**config.mk**
```make
export PLATFORM = sky130hd
export DESIGN_NAME = idelay_tap_loader
export DESIGN_NICKNAME = d
export VERILOG_FILES = /design/src/rtl/idelay_tap_loader.sv
export SDC_FILE = /design/constraint.sdc
export NUM_CORES = 1
export LEC_CHECK = 0
export ABC_AREA = 1
export CORE_ASPECT_RATIO = 2
export CORE_MARGIN = 2
export CORE_UTILIZATION = 35
export CTS_CLUSTER_DIAMETER = 60
export DETAILED_ROUTE_END_ITERATION = 10
export GPL_TIMING_DRIVEN = 0
export PLACE_DENSITY_LB_ADDON = 0.2
export SLEW_MARGIN = 20
export SYNTH_ARGS = -nofsm -noshare
export SYNTH_HDL_FRONTEND = slang
export SYNTH_SLANG_ARGS = --single-unit
```
**constraint.sdc**
```tcl
create_clock -name clk -period 2 [get_ports clk]
set_input_delay 0.4 -clock clk [delete_from_list [all_inputs] [get_ports clk]]
set_output_delay 0.4 -clock clk [all_outputs]
set_load 0.01 [all_outputs]
```
**src/rtl/idelay_tap_loader.sv**
```systemverilog
// Runtime tap programmer for a bank of VAR_LOAD IDELAYE2 lanes: converts a
// picosecond request to taps, pulses LD on the target lane, settles, reports.
module idelay_tap_loader #(
    parameter int unsigned WIDTH         = 16,
    parameter int unsigned CAL_FREQ      = 200,
    parameter int unsigned SETTLE_CYCLES = 4,
    parameter int unsigned LANE_BITS     = (WIDTH > 1) ? $clog2(WIDTH) : 1
) (
    input  logic                   clk,
    input  logic                   rst_n,
    input  logic                   idelayctrl_rdy,
    input  logic                   req_en,
    input  logic [LANE_BITS-1:0]   req_lane,
    input  logic [15:0]            req_delay_ps,
    output logic                   req_ready,
    output logic                   done,
    output logic [1:0]             done_status,
    output logic [4:0]             done_taps,
    output logic [WIDTH-1:0]       tap_ld,
    output logic [4:0]             tap_cnt_in,
    output logic [WIDTH*5-1:0]     lane_taps
);

    localparam int unsigned TAP_W    = 5;
    localparam logic [15:0] TAP_SIZE = (CAL_FREQ == 400) ? 16'd39 : 16'd78;
    localparam int unsigned SETTLE_W = (SETTLE_CYCLES > 1) ? $clog2(SETTLE_CYCLES) : 1;

    localparam logic [1:0] ST_OK    = 2'd0;
    localparam logic [1:0] ST_RANGE = 2'd1;
    localparam logic [1:0] ST_NRDY  = 2'd2;
    localparam logic [1:0] ST_LANE  = 2'd3;

    generate
        if (CAL_FREQ != 200 && CAL_FREQ != 400) begin : g_bad_cal
            $fatal(1, "idelay_tap_loader: CAL_FREQ must be 200 or 400");
        end
        if (SETTLE_CYCLES < 1) begin : g_bad_settle
            $fatal(1, "idelay_tap_loader: SETTLE_CYCLES must be at least 1");
        end
    endgenerate

    typedef enum logic [2:0] {IDLE, DIVIDE, LOAD, SETTLE, DONE} state_t;

    state_t                 state, state_nxt;
    logic [LANE_BITS-1:0]   lane, lane_nxt;
    logic [15:0]            rem, rem_nxt;
    logic [TAP_W-1:0]       cnt, cnt_nxt;
    logic [SETTLE_W-1:0]    settle_cnt, settle_nxt;
    logic [WIDTH-1:0]       tap_ld_nxt;
    logic [TAP_W-1:0]       tap_cnt_nxt;
    logic                   done_nxt;
    logic [1:0]             status_nxt;
    logic [TAP_W-1:0]       done_taps_nxt;
    logic [WIDTH*5-1:0]     lane_taps_nxt;

    // Only IDLE accepts, and only while the delay controller is calibrated.
    assign req_ready = (state == IDLE) && idelayctrl_rdy;

    // Next-state and next-output logic; every output below is registered.
    always_comb begin
        state_nxt     = state;
        lane_nxt      = lane;
        rem_nxt       = rem;
        cnt_nxt       = cnt;
        settle_nxt    = settle_cnt;
        tap_ld_nxt    = '0;
        tap_cnt_nxt   = tap_cnt_in;
        done_nxt      = 1'b0;
        status_nxt    = done_status;
        done_taps_nxt = done_taps;
        lane_taps_nxt = lane_taps;

        case (state)
            IDLE: begin
                if (req_en && idelayctrl_rdy) begin
                    lane_nxt = req_lane;
                    rem_nxt  = req_delay_ps;
                    cnt_nxt  = '0;
                    if (32'(req_lane) >= WIDTH) begin
                        state_nxt     = DONE;
                        done_nxt      = 1'b1;
                        status_nxt    = ST_LANE;
                        done_taps_nxt = '0;
                    end else begin
                        state_nxt = DIVIDE;
                    end
                end
            end
            DIVIDE: begin
                if (!idelayctrl_rdy) begin
                    state_nxt     = DONE;
                    done_nxt      = 1'b1;
                    status_nxt    = ST_NRDY;
                    done_taps_nxt = '0;
                end else if (rem >= TAP_SIZE) begin
                    // A 32nd subtraction would overflow the 5-bit tap field.
                    if (cnt == 5'd31) begin
                        state_nxt     = DONE;
                        done_nxt      = 1'b1;
                        status_nxt    = ST_RANGE;
                        done_taps_nxt = '0;
                    end else begin
                        rem_nxt = rem - TAP_SIZE;
                        cnt_nxt = cnt + 5'd1;
                    end
                end else begin
                    state_nxt   = LOAD;
                    tap_cnt_nxt = cnt;
                    for (int i = 0; i < int'(WIDTH); i++) begin
                        if (lane == LANE_BITS'(i)) tap_ld_nxt[i] = 1'b1;
                    end
                end
            end
            LOAD: begin
                // The LD pulse is on the pins this cycle, so the shadow copy updates
                // even if the controller drops ready now.
                for (int i = 0; i < int'(WIDTH); i++) begin
                    if (lane == LANE_BITS'(i)) lane_taps_nxt[i*TAP_W +: TAP_W] = cnt;
                end
                if (!idelayctrl_rdy) begin
                    state_nxt     = DONE;
                    done_nxt      = 1'b1;
                    status_nxt    = ST_NRDY;
                    done_taps_nxt = '0;
                end else begin
                    state_nxt  = SETTLE;
                    settle_nxt = '0;
                end
            end
            SETTLE: begin
                if (!idelayctrl_rdy) begin
                    state_nxt     = DONE;
                    done_nxt      = 1'b1;
                    status_nxt    = ST_NRDY;
                    done_taps_nxt = '0;
                end else if (settle_cnt == SETTLE_W'(SETTLE_CYCLES - 1)) begin
                    state_nxt     = DONE;
                    done_nxt      = 1'b1;
                    status_nxt    = ST_OK;
                    done_taps_nxt = cnt;
                end else begin
                    settle_nxt = settle_cnt + SETTLE_W'(1);
                end
            end
            DONE: begin
                state_nxt = IDLE;
            end
            default: begin
                state_nxt = IDLE;
            end
        endcase
    end

    always_ff @(posedge clk or negedge rst_n) begin
        if (!rst_n) begin
            state       <= IDLE;
            lane        <= '0;
            rem         <= '0;
            cnt         <= '0;
            settle_cnt  <= '0;
            tap_ld      <= '0;
            tap_cnt_in  <= '0;
            done        <= 1'b0;
            done_status <= '0;
            done_taps   <= '0;
            lane_taps   <= '0;
        end else begin
            state       <= state_nxt;
            lane        <= lane_nxt;
            rem         <= rem_nxt;
            cnt         <= cnt_nxt;
            settle_cnt  <= settle_nxt;
            tap_ld      <= tap_ld_nxt;
            tap_cnt_in  <= tap_cnt_nxt;
            done        <= done_nxt;
            done_status <= status_nxt;
            done_taps   <= done_taps_nxt;
            lane_taps   <= lane_taps_nxt;
        end
    end

endmodule
```
==> results.txt <==
* Result of the run: finished, final reports clean
- Instance area at placement: ~7600 sq um
* Reg-to-reg setup timing slack: 0.16 ns
- Across the routed clock network, the largest skew measured is 0.01648 ns.
- Routability congestion estimate from global placement: 0.8350
* Fraction of the mapped netlist area in adder cells: 0.8335%
- Critical path start-end classification: register to output pin
- Hold path depth: 2
- # H-tree levels: 4
- Unrepaired setup endpoints after global routing: no
* Synthesized flop and latch total: 138
- Post-synthesis sequential area ratio: about 58%
- IR analysis of the VDD net gives a maximum drop of 748.1 uV.
* Register share of total power: 34.9%
- Synthesized area divided by synthesized cell count: 9.426 sq um
- Min cycle time layout: 1.882 ns
* Average wire per standard cell: 16.27 um
* Critical path peak fanout: 3
* Post-layout total power: 9.973 mW
* Cell area after synthesis: 6005 sq um
- Fraction of power consumed by combinational cells: a little under a third
- Derived from the worst setup path, the maximum achievable clock frequency is approximately 0.53 GHz.
* Combinational family with the most area after synthesis: simple AND/OR/NAND/NOR gates
- Buffer type at the clock tree root: sky130_fd_sc_hd__clkbuf_16
- Tightest Pin Transition: 0.7192 ns
* Number of antenna violations at the first check in global routing: 0
- Switching power of the nets: 3.482 mW
- After routing the design area is 8332 sq um.
* Setup TNS Final: 0 ns
- WP data arrival: 1.48 ns
- In this run the deepest clock path goes through 2 buffers.
- For this block, the via count after detailed routing is roughly 5.0k.
- CTS clock-pin slew for the worst setup and hold paths: 0.06 ns
- The cell count after synthesis came out at about 640.
- For the worst-skew pair, the clock arrives at the later sink with an insertion delay of ~0.42 ns.
* Number of buffers created by CTS: 17
- P_int: 6.491 mW
- Aggregate global-route resource usage: 18.60%
- Post-synthesis compound-gate area fraction: 10.42%
- Area Growth Syn to Fin: 38.76%
* Die Ht: 189.2 um
- The most used flip-flop cell after synthesis is sky130_fd_sc_hd__dfrtp_1.
- The repair_antennas step left the layout with diodes totalling 0.
* Depth of the most critical reg-to-reg path: 12
- Pin count of the biggest net entering global routing: between 70 and 80
* Critical path startpoint category: register
- Measured against the total synthesized area, the mux share comes to 0%.
- Post-placement cell count: 977
* Post-Synthesis Net Count: 665
* TritonCTS clock tree: built
- Summing the areas of all xor and xnor instances in the mapped netlist gives less than 1% of the synthesized area.
* Number of hold violations in the final report: 0
- For this run, the number of Yosys warnings is 0.
- For this run, the number of standard cells in the final layout without fillers is between 1k and 1.5k.
- For the worst setup path, the data required time is 1.60 ns.
* Count of pins on the block boundary: about 130
* Total overflow reported by the global router: 0
- In the final design database the tool counted 822 nets.
- Tightest slew margin relative to the limit: a little over half
- Detailed placement finished with a half-perimeter wire length of 12180 um.
* Synth unique cells: 35
* Total setup violations reported at the end of the flow: 0
- The core region is 16770 sq um.
- Count of final max-slew check failures: 0
- In this run the core area contains 67 standard-cell rows.
* Routed Antenna Nets: 0
- Via count of the first global-routing pass: 5047
* P per Cell Area: 1197 nW/um^2
- The worst path uses between 90% and 100% of the clock period.
* Drt initial violations: 238
* P_leak: around 3.7 nW
* Part of the total power dissipated in the clock network: 35.0%
- The first detailed-routing pass ran for 5 iterations.
- IO buf count: 132
- Fraction of power spent switching nets: roughly a third
- Summed over all layers, the routed wires come to 16480 um.
* # Max-Cap Violations: 0
- Area of the die: ~18000 sq um
- Number of flops mapped to enable cells by yosys: 0
- The first global-routing pass estimated 26680 um of wire.
- Of the cells placed in the final design, the portion with a size suffix greater than 1 is approximately 14%.
- Post-Synth Simple-Gate Area: between 20% and 30%
* Worst hold path class: register to register
- Once the floorplan was initialized, standard cells occupied between 30% and 40% of the core.
- Once layout is complete, the utilization of the core stands at 49.69%.
* Async S/R FF share, synth: 100.0%
- Drc violations: 0
- Critical path endpoint category: output pin
- Clock Sink Count: 138
- In the routed layout, each cell is associated on average with a via count of 4.894.
- Die width: 96.62 um
## registers in the layout (all words and copies together) (netlist names)
register	count
lane	4
tap_ld	16
cnt	5
done_status	2
settle_cnt	2
tap_cnt_in	5
state	3
done	1
rem	15
lane_taps	80
done_taps	5
## path summary, 6_finish.rpt
| check | from | endpoint |
|---|---|---|
| setup reg to reg | cnt[0]$_DFFE_PN0P_ | rem[12]$_DFFE_PN0P_ |
| setup / recovery | state[2]$_DFFE_PN0P_ | req_ready |
| hold / removal | done_taps[1]$_DFFE_PN0P_ | done_taps[1]$_DFFE_PN0P_ |
| hold reg to reg | done_taps[1]$_DFFE_PN0P_ | done_taps[1]$_DFFE_PN0P_ |
| max in group asynchronous | rst_n | tap_ld[15]$_DFF_PN0_ |
| min in group asynchronous | rst_n | rem[10]$_DFFE_PN0P_ |
## stage by stage
step	hold WS, ns	setup WS, ns
CTS	0.4767	0.03566
finish	0.4747	0.1185
detailed placement	0.4004	-0.3658
global route	0.5019	0.003560
global placement	0.4638	-4.856
floorplan	0.1044	0.3090
## synthesized netlist by cell type (4+ instances only)
cell / n / share of area [%]
sky130_fd_sc_hd__inv_1: 37 / 2.3
sky130_fd_sc_hd__o21ai_2: 9 / 1.3
sky130_fd_sc_hd__buf_2: 7 / 0.58
sky130_fd_sc_hd__dfrtp_1: 138 / 58
sky130_fd_sc_hd__clkbuf_1: 7 / 0.44
sky130_fd_sc_hd__nor2_4: 4 / 0.75
sky130_fd_sc_hd__nand4_2: 4 / 0.83
sky130_fd_sc_hd__nand4_1: 6 / 0.63
sky130_fd_sc_hd__nand2_1: 185 / 12
sky130_fd_sc_hd__o21ai_1: 6 / 0.50
sky130_fd_sc_hd__nor2_2: 7 / 0.73
sky130_fd_sc_hd__or2_2: 4 / 0.42
sky130_fd_sc_hd__o21ai_0: 88 / 7.3
sky130_fd_sc_hd__nand3_1: 34 / 2.8
sky130_fd_sc_hd__nand3_2: 13 / 2.2
sky130_fd_sc_hd__nor2_1: 32 / 2.0
sky130_fd_sc_hd__nor3_1: 16 / 1.3
sky130_fd_sc_hd__inv_2: 5 / 0.31
sky130_fd_sc_hd__nand2_4: 5 / 0.94
sky130_fd_sc_hd__nand2_2: 4 / 0.42
sky130_fd_sc_hd__ha_1: 4 / 0.83
## logic make-up after synthesis
logic type      after synthesis
fa+ha+maj                     4
simple gates                320
flops                       138
compound gates              111
xor+xnor                      2
buf+inv                      62
## worst max-delay path: stages, from the launching register on
cell and delay [ns]:
sky130_fd_sc_hd__dfrtp_1 0.40, sky130_fd_sc_hd__nor2_2 0.17, sky130_fd_sc_hd__inv_2 0.06, sky130_fd_sc_hd__nor2_4 0.12, sky130_fd_sc_hd__inv_1 0.08, sky130_fd_sc_hd__nor2_2 0.10
sky130_fd_sc_hd__buf_2 0.14
## layout by cell type (no fill, tap or decap), types with 2 or more instances in the layout
master                            netlist  layout
sky130_fd_sc_hd__a21oi_1                3       3
sky130_fd_sc_hd__a21oi_4                3       3
sky130_fd_sc_hd__a31oi_1                2       2
sky130_fd_sc_hd__buf_12                 2       2
sky130_fd_sc_hd__buf_2                  7       8
sky130_fd_sc_hd__buf_4                  1       6
sky130_fd_sc_hd__buf_6                  3       3
sky130_fd_sc_hd__bufinv_16              0       5
sky130_fd_sc_hd__clkbuf_1               7       7
sky130_fd_sc_hd__clkbuf_16              0      17
sky130_fd_sc_hd__clkbuf_8               0       3
sky130_fd_sc_hd__clkdlybuf4s50_1        0     129
sky130_fd_sc_hd__clkinv_4               0       2
sky130_fd_sc_hd__clkinvlp_4             0       2
sky130_fd_sc_hd__dfrtp_1              138     137
sky130_fd_sc_hd__ha_1                   4       4
sky130_fd_sc_hd__inv_1                 37      36
sky130_fd_sc_hd__inv_2                  5       4
sky130_fd_sc_hd__nand2_1              185     185
sky130_fd_sc_hd__nand2_2                4       4
sky130_fd_sc_hd__nand2_4                5       5
sky130_fd_sc_hd__nand3_1               34      34
sky130_fd_sc_hd__nand3_2               13      13
sky130_fd_sc_hd__nand4_1                6       6
sky130_fd_sc_hd__nand4_2                4       4
sky130_fd_sc_hd__nor2_1                32      30
sky130_fd_sc_hd__nor2_2                 7       8
sky130_fd_sc_hd__nor2_4                 4       5
sky130_fd_sc_hd__nor3_1                16      16
sky130_fd_sc_hd__o21ai_0               88      88
sky130_fd_sc_hd__o21ai_1                6       6
sky130_fd_sc_hd__o21ai_2                9       9
sky130_fd_sc_hd__or2_2                  4       4
## per-layer routing
layer | up-vias | global-route usage, % | share of wire, %
met5 | - | 0 | 0
met4 | 0 | 9.209 | 3.3
met3 | 31 | 3.027 | 3.4
met2 | 142 | 35.66 | 56
met1 | 2387 | 19.18 | 37
li1 | 2398 | - | -
## power by group through the flow
stage / clock network, mW / registers, mW / logic (mW)
after global placement: 0 / 3.50 / 2.89
after CTS: 3.55 / 3.48 / 2.99
final: 3.49 / 3.48 / 3.01
after global routing: 3.68 / 3.52 / 3.37
after detailed placement: 0 / 3.52 / 2.96
after floorplan: 0 / 3.49 / 2.00
## what timing repair did
| action | in CTS | in global routing |
|---|---|---|
| pin swaps | 1 | 1 |
| hold buffers | 1 | 0 |
| resized for setup | 8 | 3 |
| setup buffers | 0 | 5 |
| endpoints found under the setup margin | 20 | 27 |
| hold endpoints to repair | 71 | 0 |
## cell type report
class	instances	area, sq um
clock inverters	10	188.9
inverters	42	163.9
fillers	1604	8434
well taps	207	259.0
multi-input cells	437	2261
repair buffers	139	1395
flip-flops and latches	138	3455
plain buffers	19	138.9
clock buffers	21	470.5
Note: power is estimated with default switching activity, not from simulation.
==> RTL change 1 (config.mk and constraints unchanged) <==
Change the parameter `WIDTH` from 16 to 32.
--- a/src/rtl/idelay_tap_loader.sv
+++ b/src/rtl/idelay_tap_loader.sv
@@ -3,3 +3,3 @@
 module idelay_tap_loader #(
-    parameter int unsigned WIDTH         = 16,
+    parameter int unsigned WIDTH         = 32,
     parameter int unsigned CAL_FREQ      = 200,
Ports: changed (resized lane_taps, req_lane and tap_ld); port bits go from 134 to 231. The function was not compared with the original's and may differ.
==> RTL change 1 against the unedited design <==
Worst setup slack lost 6.3 ps; total power grew 27%; combinational power grew 8.6%; highest routed layer unchanged; routed wire length grew 77%; final area grew 56%; final cell count grew 60%; die area grew 54%; fmax shrank 0.33%; sequential cell count grew 97; area after synthesis grew 56%.
==> RTL change 1: results (changes against the unedited design) <==
| Parameter | This run | Unit | Delta |
|---|---|---|---|
| Result of the run | finished, final reports clean | - |  |
| Clock skew after layout | 15.2 | ps | -1.25 ps |
| Diodes inserted | 0 | - | unchanged |
| Placed instance area | 12100 | um^2 | +59% |
| Routed via count | 7621 | - | +54% |
| Worst Hold Class | input pin to async pin | - |  |
| Reg2Reg Launch Point | cnt[1] | - |  |
| Pin count of the biggest net entering global routing | 97 | - | +33% |
| Number of buffers added on ports | 229 | - | +73% |
| Worst vdd rail ir drop | 0.688 | mV | -8.0% |
| Clock tree buffer depth | 3 | - | +1 |
| H-tree Lvls | 1 | - | -3 |
| Number of warnings printed during yosys synthesis | 0 | - | unchanged |
| Final Critical Period | 1890 | ps | +6.26 ps |
| Number of cell instances on the worst register-to-register path | 11 | - | -1 |
| Average instance area after synthesis | 9.42 | um^2 | about the same |
| Internal portion of total power | 8.51 | mW | +31% |
| Largest registers | lane_taps: 160 flops, tap_ld: 32 flops, rem: 15 flops | - |  |
| Register-to-register setup slack | 140 | ps | -20 ps |
| Average vias per placed instance | 4.72 | - | -3.6% |
| Worst-margin pin slew | 817 | ps | +97.3 ps |
| CP max stage cell | clkdlybuf4s50_1 | - |  |
| Wire length of the first global-routing pass | 44600 | um | +67% |
| Total global routing track utilization | 20.7 | % | +2.1 points |
| Worst-path fanout max | 2 | - | -1 |
| Clock insertion delay at the later pin of the skew report | 520 | ps | +100 ps |
| Pre-CTS WS | -556 | ps | -191 ps |
| First DRT Iteration DRCs | 415 | - | +74% |
| Mean routed wirelength per cell | 18.1 | um | +11% |
| Total of fill cells in the finished design | 2501 | - | +56% |
| Leading cell types by count after synthesis | nand2_1 (263), dfrtp_1 (235), o21ai_0 (135) | - |  |
| Via count of the first global-routing pass | 7533 | - | +49% |
| Post-Syn Nets | 1023 | - | +54% |
| Number of nets in the finished design | 1288 | - | +57% |
| Top cells by area in the synthesized netlist | dfrtp_1 (63%), nand2_1 (11%), o21ai_0 (7.2%), nor2_1 (4.0%), nand3_1 (3.2%) | - |  |
| Crit-path leading delay family | buffers and inverters | - |  |
| Sequential area share after synthesis | 62.8 | % | +5.3 points |
| Library cells used by synthesis | 29 | - | -17% |
| Detail Placement HPWL | 21500 | um | +77% |
| Leak Pwr | 5.71 | nW | +53% |
| Layout cell share with drive strength beyond 1 | 8.73 | % | -5.7 points |
| Placed cell count | 1569 | - | +61% |
| Number of buffers inserted during clock tree synthesis | 22 | - | +5 |
| Max stage delay on crit path | 620 | ps | +220 ps |
| Placer Congestion | 0.925 | - | +11% |
[RTL change 1: power groups by stage]
stage | clock (mW) | sequential (mW) | combinational [mW]
2_1_floorplan | 0 | 5.35 | 2.02
3_3_place_gp | 0 | 5.38 | 3.01
3_5_place_dp | 0 | 5.38 | 3.06
4_1_cts | 4.25 | 5.30 | 3.09
5_1_grt | 4.43 | 5.34 | 3.68
6_report | 4.14 | 5.30 | 3.27
[RTL change 1: how the worst max path moves through the flow]
| stage | start | to | cells past startpoint |
|---|---|---|---|
| 4_1_cts | cnt[0] | rem[12] | 11 |
| 6_report | lane_taps[87] | lane_taps[87] | 1 |
| 2_1_floorplan | cnt[3] | cnt[0] | 10 |
| 5_1_grt | state[2] | lane_taps[38] | 7 |
| 3_5_place_dp | cnt[3] | rem[10] | 11 |
| 3_3_place_gp | rst_n | lane_taps[35] | 1 |
[RTL change 1: final cells by class]
class | count | area, um^2 | share of cell area [%]
Sequential cell | 235 | 5880 | 45.3
Clock buffer | 33 | 643 | 4.96
Clock inverter | 4 | 48.8 | 0.376
Inverter | 50 | 190 | 1.47
Buffer | 35 | 190 | 1.47
Multi-Input combinational cell | 673 | 3150 | 24.2
Timing Repair Buffer | 242 | 2450 | 18.9
Tap cell | 344 | 430 | 3.32
[RTL change 1: layer usage]
layer | vias up | GRT usage [%] | share of wire (%)
met3 | 39 | 2.37 | 3.2
met5 | - | 0 | 0
met1 | 3631 | 22.7 | 36
met4 | 0 | 6.81 | 2.9
li1 | 3760 | - | -
met2 | 191 | 40.4 | 57
[RTL change 1: repair_timing]
item / 4_1_cts / 5_1_grt
endpoints found under the hold margin: 66 / 0
pin swaps: 0 / 4
hold buffers: 1 / 0
gates cloned: 0 / 1
gates resized for setup: 12 / 12
setup endpoints to repair: 31 / 47
setup buffers: 1 / 8
[RTL change 1: cells by family (layout without fill, tap and decap cells)]
family | after synthesis | count (layout) | share of synthesized area (%)
buffers and inverters | 86 | 364 | 3.93
adders and majority gates | 4 | 4 | 0.535
DFF | 235 | 235 | 62.8
xor gates and xnor gates | 3 | 3 | 0.281
AOI/OAI and AO/OA | 187 | 187 | 10.0
and+or+nand+nor | 479 | 479 | 22.4
[RTL change 1: through the flow]
step	util (%)	hold slack (ps)	total power [mW]
floorplan	-	104	7.37
global placement	46.0	456	8.39
detailed placement	46.2	383	8.44
CTS	49.0	419	12.6
global route	49.4	462	13.4
finish	49.4	412	12.7
==> RTL change 2 (same settings) <==
Without the edit above. Make the reset (`rst_n`) synchronous in one clocked block.
--- a/src/rtl/idelay_tap_loader.sv
+++ b/src/rtl/idelay_tap_loader.sv
@@ -153,3 +153,3 @@
 
-    always_ff @(posedge clk or negedge rst_n) begin
+    always_ff @(posedge clk) begin
         if (!rst_n) begin
Behaviour: differs if rst_n is asserted again (counterexample within 4 cycles, from zero or initial values and one cycle with rst_n low); with rst_n held inactive, the same outputs for 4 cycles.
==> RTL change 2 against the unedited design <==
Die area shrank 8.3%; final area shrank 7.2%; utilization grew 0.85 points; sequential cell count is the same; area after synthesis shrank 8.5%; critical path depth grew 7; worst setup slack lost 39 ps; fmax shrank 2.0%; routed wire length grew 4.3%; non-clock buffer count grew 10; highest routed layer unchanged.
Power is not compared: it rests on default switching activity, and its combinational part moved more than twofold at a synthesized area within 25%.
==> RTL change 2: results (changes against the unedited design) <==
| Parameter | This run | Unit | Delta |
|---|---|---|---|
| Layout cell share with drive strength beyond 1 | 10.1 | % | -4.3 points |
| Number of warnings printed during yosys synthesis | 0 | - | unchanged |
| Primary FF master, synth | dfxtp_1 | - |  |
| Number of buffers inserted during clock tree synthesis | 17 | - | unchanged |
| Share of async-settable or async-resettable flops after synthesis | 0 | % | -100 points |
| Placer Congestion | 0.882 | - | +5.6% |
| Top cells by area in the synthesized netlist | dfxtp_1 (50%), o21ai_0 (9.4%), a21oi_1 (8.5%), nor2_1 (8.0%), nand2_1 (6.5%) | - |  |
| Clock insertion delay at the later pin of the skew report | 420 | ps | about the same |
| Total global routing track utilization | 20.8 | % | +2.2 points |
| Clk pin slew, worst setup/hold paths | 70 | ps |  |
| Clock skew after layout | 12.3 | ps | -4.14 ps |
| Number of nets in the finished design | 900 | - | +9.5% |
| Worst relative slew slack | 57.2 | % | +5.2 points |
| Root buffer selected by CTS | clkbuf_16 | - |  |
| Pin count of the biggest net entering global routing | 17 | - | -77% |
| Detail Placement HPWL | 12600 | um | +3.4% |
| Placed cell count | 1044 | - | +6.9% |
| Cells after Synth | 714 | - | +12% |
| Worst vdd rail ir drop | 0.600 | mV |  |
| Sequential area share after synthesis | 50.3 | % | -7.2 points |
| Leading cell types by count after synthesis | dfxtp_1 (138), nor2_1 (117), o21ai_0 (103) | - |  |
| Total of fill cells in the finished design | 1510 | - | -5.9% |
| First-pass DRT Iterations | 4 | - | -1 |
| Number of buffers added on ports | 132 | - | unchanged |
| Largest registers | lane_taps: 80 flops, tap_ld: 16 flops, rem: 15 flops | - |  |
| Wire length of the first global-routing pass | 26800 | um | +0.36% |
| H-tree Lvls | 4 | - | unchanged |
| Leak Pwr | 3.09 | nW |  |
| Crit-path leading delay family | simple AND/OR/NAND/NOR gates | - |  |
| Global route total overflow | 0 | - | unchanged |
| Worst Hold Class | register to register | - |  |
| CP arrival | 2230 | ps | +750 ps |
| Library cells used by synthesis | 34 | - | -2.9% |
| Placed instance area | 7060 | um^2 | -7.3% |
| Initial antenna violation count | 0 | - | unchanged |
| Pre-CTS WS | -450 | ps | -84.0 ps |
| Diodes inserted | 0 | - | unchanged |
| Internal portion of total power | 5.10 | mW |  |
| Max stage delay on crit path | 350 | ps | -50 ps |
| Register cell area after layout | 2770 | um^2 | -20% |
| Post-Syn Nets | 742 | - | +12% |
| Non-filler instance count after layout | 1083 | - | +6.9% |
| Final wirelength | 17200 | um | +4.3% |
| CP max stage cell | dfxtp_4 | - |  |
| Worst-path fanout max | 6 | - | +3 |
| Clock tree buffer depth | 2 | - | unchanged |
| Result of the run | finished, final reports clean | - |  |
| First DRT Iteration DRCs | 154 | - | -35% |
| Via count of the first global-routing pass | 4998 | - | -0.97% |
| Routed via count | 5237 | - | +5.6% |
[RTL change 2: changes by cell type after synthesis, sizes merged, moves of 5 or more]
cell | before | now
nand3 | 48 | 23
dfxtp | 0 | 138
nor2 | 43 | 125
a21oi | 6 | 96
nand4 | 11 | 2
dfrtp | 138 | 0
o21ai | 103 | 114
nand2 | 195 | 98
clkinv | 0 | 5
inv | 42 | 52
clkbuf | 7 | 18
[RTL change 2: power by group through the flow]
stage               sequential (mW)  combinational, mW  clock [mW]
global placement               3.05               1.16           0
detailed placement             3.05               1.17           0
CTS                            2.99               1.20        3.16
finish                         2.99               1.21        3.12
global route                   3.01               1.35        3.29
floorplan                      3.03              0.777           0
[RTL change 2: area by class of cell]
class                   instances  share of cell area [%]
clock inverters                14                    2.02
clock buffers                  18                    5.55
repair buffers                140                    17.9
well taps                     198                    3.20
inverters                      57                    2.77
plain buffers                  28                    2.10
flip-flops and latches        138                    35.8
multi-input cells             490                    30.6
[RTL change 2: per-layer routing]
layer	wire, um	global-route usage, %	vias up	part of all wire (%)
li1	-	-	2678	-
met1	6480	21.0	2420	38
met2	9580	39.5	115	56
met3	570	3.46	24	3.3
met4	546	11.1	0	3.2
met5	0	0	-	0
[RTL change 2: path summary, 6_finish.rpt]
| kind | startpoint | end | slack, ps | cells past startpoint |
|---|---|---|---|---|
| worst max-delay path | cnt[0] | rem[10] | 80 | 13 |
| worst min-delay path | lane_taps[71] | lane_taps[71] | 480 | 2 |
| worst max register to register | cnt[0] | rem[10] | 80 | 13 |
| worst min register to register | lane_taps[71] | lane_taps[71] | 480 | 2 |
[RTL change 2: logic make-up (layout without fill, tap and decap cells)]
family,count (synthesis),in the layout,share of synthesized area (%)
AO/OA/AOI/OAI,215,215,20.1
AND/OR/NAND/NOR,269,269,21.7
adder cells (fa/ha/maj),4,4,0.911
flip-flops,138,138,50.3
buffers and inverters,86,257,6.65
XOR/XNOR,2,2,0.319
[RTL change 2: repair_timing]
item / CTS / global route
setup buffers: 1 / 7
resized for setup: 10 / 11
hold endpoints to repair: 0 / 0
pin swaps: 0 / 3
hold buffers: 0 / 0
endpoints found under the setup margin: 33 / 29
[RTL change 2: worst reg2reg max path, stage by stage, from the launching register on]
cell,delay [ps]
dfxtp_4,350
ha_1,200
nand2_1,80
nor2_1,50
ha_1,180
or2_4,250
nor2_4,150
nand2_4,90
nand2_8,90
buf_6,120
buf_4,110
nand2_1,40
nand2_1,50
nor2_1,50
